`config.mk`:
```
export PLATFORM = sky130hd
export DESIGN_NAME = asi_w
export DESIGN_NICKNAME = d
export VERILOG_FILES = /design/src/rtl/asi_pkg.sv /design/src/rtl/asi_addr_gen.sv /design/src/rtl/asi_w.sv
export SDC_FILE = /design/constraint.sdc
export NUM_CORES = 1
export LEC_CHECK = 0
export ABC_AREA = 1
export BUFFER_PORTS_ARGS = -buffer_cell sky130_fd_sc_hd__buf_2
export CORE_AREA = 2 2 151 153
export CTS_BUF_LIST = sky130_fd_sc_hd__clkbuf_2 sky130_fd_sc_hd__clkbuf_4 sky130_fd_sc_hd__clkbuf_8
export DETAILED_ROUTE_END_ITERATION = 10
export DIE_AREA = 0 0 153 155
export GPL_ROUTABILITY_DRIVEN = 0
export HOLD_SLACK_MARGIN = 0.03
export PLACE_DENSITY = 0.73
export SYNTH_ARGS = -nofsm -noshare
export SYNTH_HDL_FRONTEND = slang
export SYNTH_SLANG_ARGS = --single-unit
```
`constraint.sdc`:
```
create_clock -name ACLK -period 3 [get_ports ACLK]
set_input_delay 0.3 -clock ACLK [delete_from_list [all_inputs] [get_ports ACLK]]
set_output_delay 0.3 -clock ACLK [all_outputs]
set_load 0.03 [all_outputs]
```
`src/rtl/asi_pkg.sv`:
```
// Shared types for the AXI write slave slice.
//   burst_t : AWBURST encodings (FIXED/INCR/WRAP/reserved)
//   RESP_*  : BRESP codes
//   state_t : write-channel FSM state
package asi_pkg;

  typedef enum logic [1:0] {
    BURST_FIXED = 2'd0,
    BURST_INCR  = 2'd1,
    BURST_WRAP  = 2'd2,
    BURST_RSVD  = 2'd3
  } burst_t;

  localparam logic [1:0] RESP_OKAY   = 2'b00;
  localparam logic [1:0] RESP_SLVERR = 2'b10;

  typedef enum logic [1:0] {
    ST_IDLE = 2'd0,
    ST_DATA = 2'd1,
    ST_RESP = 2'd2
  } state_t;

endpackage

```
`src/rtl/asi_addr_gen.sv`:
```
// Next-beat address generator (purely combinational).
//   cur_addr  : address of the beat being accepted
//   size      : log2 bytes per beat
//   len       : beats minus one (sets the WRAP window)
//   burst     : burst type
//   next_addr : address of the following beat
module asi_addr_gen
  import asi_pkg::*;
#(
  parameter int AXI_AW = 32,
  parameter int AXI_LW = 8
) (
  input  logic [AXI_AW-1:0] cur_addr,
  input  logic [2:0]        size,
  input  logic [AXI_LW-1:0] len,
  input  burst_t            burst,
  output logic [AXI_AW-1:0] next_addr
);

  logic [AXI_AW-1:0] step;
  logic [AXI_AW-1:0] win_mask;

  assign step     = AXI_AW'(1) << size;
  assign win_mask = ((AXI_AW'(len) + AXI_AW'(1)) << size) - AXI_AW'(1);

  always_comb begin
    next_addr = cur_addr;
    case (burst)
      // Aligning here makes an unaligned start address affect beat 0 only.
      BURST_INCR: next_addr = (cur_addr & ~(step - AXI_AW'(1))) + step;
      // Keep the window base bits, advance only the in-window offset.
      BURST_WRAP: next_addr = (cur_addr & ~win_mask) | ((cur_addr + step) & win_mask);
      default:    next_addr = cur_addr;
    endcase
  end

endmodule

```
`src/rtl/asi_w.sv`:
```
// AXI4 write-channel slave bridging one burst at a time to a simple user
// write port.
//   AW*      : burst request, accepted only in IDLE
//   W*       : write beats, accepted in DATA when the user side is ready
//              (or unconditionally once the burst is in error)
//   B*       : single response per burst, BID = captured AWID
//   usr_*    : zero-latency write strobe/address/data/strobes per beat
module asi_w
  import asi_pkg::*;
#(
  parameter int AXI_DW = 128,
  parameter int AXI_AW = 32,
  parameter int AXI_IW = 8,
  parameter int AXI_LW = 8
) (
  input  logic                  ACLK,
  input  logic                  ARESETn,
  input  logic [AXI_IW-1:0]     AWID,
  input  logic [AXI_AW-1:0]     AWADDR,
  input  logic [AXI_LW-1:0]     AWLEN,
  input  logic [2:0]            AWSIZE,
  input  logic [1:0]            AWBURST,
  input  logic                  AWVALID,
  output logic                  AWREADY,
  input  logic [AXI_DW-1:0]     WDATA,
  input  logic [AXI_DW/8-1:0]   WSTRB,
  input  logic                  WLAST,
  input  logic                  WVALID,
  output logic                  WREADY,
  output logic [AXI_IW-1:0]     BID,
  output logic [1:0]            BRESP,
  output logic                  BVALID,
  input  logic                  BREADY,
  output logic                  usr_we,
  output logic [AXI_AW-1:0]     usr_waddr,
  output logic [AXI_DW-1:0]     usr_wdata,
  output logic [AXI_DW/8-1:0]   usr_wstrb,
  input  logic                  usr_wready
);

  localparam int SZ_MAX = $clog2(AXI_DW / 8);

  state_t              state;
  logic                aw_ok;
  logic [AXI_IW-1:0]   id_q;
  logic [AXI_AW-1:0]   cur_addr;
  logic [AXI_AW-1:0]   next_addr;
  logic [AXI_LW-1:0]   len_q;
  logic [AXI_LW-1:0]   beat_cc;
  logic [2:0]          size_q;
  burst_t              burst_q;
  logic                err;
  logic                cap_err;
  logic                last_beat;
  logic                w_hs;

  asi_addr_gen #(
    .AXI_AW (AXI_AW),
    .AXI_LW (AXI_LW)
  ) u_addr_gen (
    .cur_addr  (cur_addr),
    .size      (size_q),
    .len       (len_q),
    .burst     (burst_q),
    .next_addr (next_addr)
  );

  always_comb begin
    cap_err = 1'b0;
    if (AWBURST == 2'd3)
      cap_err = 1'b1;
    if (AWSIZE > 3'(SZ_MAX))
      cap_err = 1'b1;
    if (AWBURST == 2'd2 &&
        !(AWLEN == AXI_LW'(1) || AWLEN == AXI_LW'(3) ||
          AWLEN == AXI_LW'(7) || AWLEN == AXI_LW'(15)))
      cap_err = 1'b1;
  end

  assign last_beat = (beat_cc == len_q);
  // aw_ok holds AWREADY low while in reset and until the first clock after it.
  assign AWREADY   = (state == ST_IDLE) && aw_ok;
  assign WREADY    = (state == ST_DATA) && (usr_wready || err);
  assign w_hs      = WVALID && WREADY;
  assign BVALID    = (state == ST_RESP);
  assign BID       = id_q;
  assign BRESP     = err ? RESP_SLVERR : RESP_OKAY;
  assign usr_we    = w_hs && !err;
  assign usr_waddr = cur_addr;
  assign usr_wdata = WDATA;
  assign usr_wstrb = WSTRB;

  always_ff @(posedge ACLK or negedge ARESETn) begin
    if (!ARESETn) begin
      state    <= ST_IDLE;
      aw_ok    <= 1'b0;
      id_q     <= '0;
      cur_addr <= '0;
      len_q    <= '0;
      beat_cc  <= '0;
      size_q   <= '0;
      burst_q  <= BURST_FIXED;
      err      <= 1'b0;
    end else begin
      aw_ok <= 1'b1;
      case (state)
        ST_IDLE: begin
          if (AWVALID && AWREADY) begin
            id_q     <= AWID;
            cur_addr <= AWADDR;
            len_q    <= AWLEN;
            size_q   <= AWSIZE;
            burst_q  <= burst_t'(AWBURST);
            beat_cc  <= '0;
            err      <= cap_err;
            state    <= ST_DATA;
          end
        end
        ST_DATA: begin
          if (w_hs) begin
            cur_addr <= next_addr;
            if (WLAST != last_beat)
              err <= 1'b1;
            if (last_beat)
              state <= ST_RESP;
            else
              beat_cc <= beat_cc + AXI_LW'(1);
          end
        end
        ST_RESP: begin
          if (BREADY)
            state <= ST_IDLE;
        end
        default: state <= ST_IDLE;
      endcase
    end
  end

endmodule
```
==> results.json <==
{
  "outcome": "completed",
  "max_freq_mhz": 357,
  "grt_pass1_wl_microns": 36400,
  "arrival_ps": 3100,
  "worst_path_max_delay_cell": "dfrtp_1",
  "route.met3.wl_microns": 1950,
  "switching_share_pct": 60.5,
  "worst_slew_pin_slew_ps": 886,
  "syn_area_sq_um": 7960,
  "drtPass1Iterations": 5,
  "globalRouteTotalUtil_pct": 18.9,
  "viasPerCell": 5.24,
  "antenna_found_initial": 1,
  "fin_setup_tns_ps": 0,
  "cp_max_fo": 5,
  "worstSetupEndpointType": "flop",
  "finalHoldViolCount": 0,
  "die_area_sq_um": 23700,
  "synth_top_family_by_area": "simple AND/OR/NAND/NOR gates",
  "pwr-share-seq_pct": 20.5,
  "drt-total-wl_microns": 22900,
  "rows": 55,
  "avgSynthCellArea_sq_um": 6.33,
  "dieWidth_microns": 153,
  "cp-start-kind": "flop",
  "synth.net_count": 1479,
  "place_area_sq_um": 7700,
  "numPortBuffers": 104,
  "synth_area_leader_cell": "dfrtp_1",
  "power_switching_uw": 5460,
  "hpwl_microns": 17600,
  "cts_inserted_buffers": 9,
  "fillers": 2415,
  "drive_gt1_share_pct": 20.6,
  "yosys_register_bits": 65,
  "required_ps": 3300,
  "syn2layout_area_growth_pct": -0.707,
  "holdWs_ps": 107,
  "synthXorXnorAreaFrac_pct": 3.52,
  "fin_nets": 1434,
  "clock_tree.buffer_depth": 2,
  "power_frac_comb_pct": 71.6,
  "cts.sinks": 65,
  "start_util_pct": 35.8,
  "synth-edff-count": 0,
  "seq_area_frac_synth_pct": 20.4,
  "die_h_microns": 155,
  "drt_drc_violations_left": 0,
  "period_share_pct": 93.4,
  "grt_pass1_vias": 7214,
  "path_cells": "nand2_2 -> nor2_1 -> inv_1 -> ha_1 -> nand2_1 -> inv_1 -> ha_1 -> nand2_1 -> nor3_1 -> nand3_2 -> a21oi_2 -> nand2_1 -> nand2_1 -> nand2_1 -> nor2_1 -> nor2_1 -> a21oi_1",
  "p_total_uw": 9030,
  "post-route-min-period_ps": 2800,
  "setup_viol": 0,
  "insertion_delay_ps": 380,
  "hold_class": "in2reg",
  "drv_cap": 0,
  "synth_cell_types": 59,
  "synthTopCellsByArea": "dfrtp_1 20%, nand2_1 17%, buf_4 14%, nand3_1 6.7%, inv_1 5.6%",
  "h-tree-depth": 3,
  "io_pins": 394,
  "synthMostInstantiatedCell": "nand2_1",
  "synth.area.mux_share_pct": 0.141,
  "drt_iter0_drc": 596,
  "clock-skew-final_ps": 16.2,
  "cts_tree": "yes",
  "met2_wirelength_microns": 10300,
  "final_cell_area_sq_um": 7910,
  "post-synth-top-area-fraction_pct": 20.4,
  "synthArstFlopShare_pct": 100,
  "overflow": 0,
  "wl_per_cell_microns": 15.3,
  "p_leak_uw": 0.00404,
  "p_int_uw": 3560,
  "clockPowerShare_pct": 7.9,
  "routedLengthMet1_microns": 9860,
  "ir_worst_vdd_v": 0.000656,
  "slew_headroom_pct": 40.9,
  "clkTransAtPathRegs_ps": 80,
  "yosysWarnings": 0,
  "p_per_area_nw_per_um2": 1140,
  "synth-simple-area-share_pct": 40.7,
  "cp_slowest_stage_delay_ps": 410,
  "netlist_instances": 1258,
  "synth_fa_ha_area_share_pct": 2.77,
  "critical_path_class": "reg2reg",
  "core_sq_um": 22200,
  "detail-route-antenna-nets": 0,
  "dr_total_vias": 7875,
  "root_buffer": "clkbuf_8",
  "ys.flop_type": "dfrtp_1",
  "synth_compound_area_share_pct": 9.78,
  "synth_common_cells": "353 x nand2_1, 151 x buf_4, 119 x inv_1",
  "crit_path_frequent_cell": "nand2_1",
  "grt_max_degree": 66,
  "post-cts-setup-buffer-count": 0,
  "top_layer": "met4",
  "maxSlewViolCount": 0
}
[path summary, 6_finish.rpt]
path / startpoint / endpoint / slack [ps] / depth (start not counted)
setup / recovery: size_q[1]$_DFFE_PN0P_ / flop / 200 / 17
hold reg to reg: beat_cc[6]$_DFFE_PN0P_ / beat_cc[7]$_DFFE_PN0P_ / 480 / 1
setup reg to reg: size_q[1]$_DFFE_PN0P_ / flop / 200 / 17
min in group asynchronous: ARESETn / beat_cc[0]$_DFFE_PN0P_ / 130 / 2
hold / removal: BREADY / state[1]$_DFFE_PN0P_ / 110 / 2
max in group asynchronous: ARESETn / len_q[0]$_DFFE_PN0P_ / 2270 / 2
[area by class of cell]
class	count	area (sq um)	share of cell area (%)
multi-input combinational	879	4570	57.8
sequential	65	1630	20.6
timing repair buffer	125	678	8.58
inverter	133	503	6.36
tap	285	357	4.51
clock buffer	9	124	1.57
clock inverter	6	45.0	0.570
antenna	1	2.50	0.0317
[through the flow]
stage                     worst slack [ps]  cells  util (%)
after floorplan                        261   1258         -
after global placement                 234   1487      34.7
after detailed placement               172   1487      34.7
after CTS                              139   1502      35.4
after global routing                 -10.1   1502      35.6
final                                  198   1503      35.6
[cell usage in the layout (no fill, tap or decap), drive strengths merged, types with 7 or more instances in the layout]
| cell type | instances |
|---|---|
| buf | 125 |
| nand4 | 24 |
| ha | 16 |
| nor2 | 117 |
| or2 | 7 |
| o21ai | 76 |
| nor3 | 22 |
| nand2 | 385 |
| clkbuf | 9 |
| nand3 | 125 |
| dfrtp | 65 |
| xor2 | 28 |
| a21oi | 32 |
| inv | 133 |
[critical path: cells and delay by family (launching register included)]
kind	cells	cell delay (ps)
AO/OA/AOI/OAI	2	410
adder cells (fa/ha/maj)	2	610
buffers and inverters	2	100
flip-flops	1	410
AND/OR/NAND/NOR	11	1180
[power groups by stage]
stage                     clock network (uW)  registers (uW)  logic (uW)
after detailed placement                   0            1840        6360
final                                    712            1850        6470
after floorplan                            0            2120        4800
after CTS                                729            1830        6380
after global routing                     761            1910        7160
after global placement                     0            1830        6270
[layer usage]
metal | GRT usage [%] | up-vias
met4 | 6.92 | 0
li1 | - | 3791
met5 | 0 | -
met3 | 4.48 | 72
met1 | 24.3 | 3628
met2 | 30.9 | 384
[repair_timing]
item,in CTS,in global routing
endpoints found under the setup margin,0,14
gates resized for setup,0,8
hold buffers,0,0
[cells by family after synthesis]
family                   Yosys count
AO/OA/AOI/OAI                    136
XOR/XNOR                          32
adder cells (fa/ha/maj)           17
buffers and inverters            314
flip-flops                        65
multiplexers                       1
other                              2
AND/OR/NAND/NOR                  691
No activity file was read; power rests on OpenSTA's default activity.
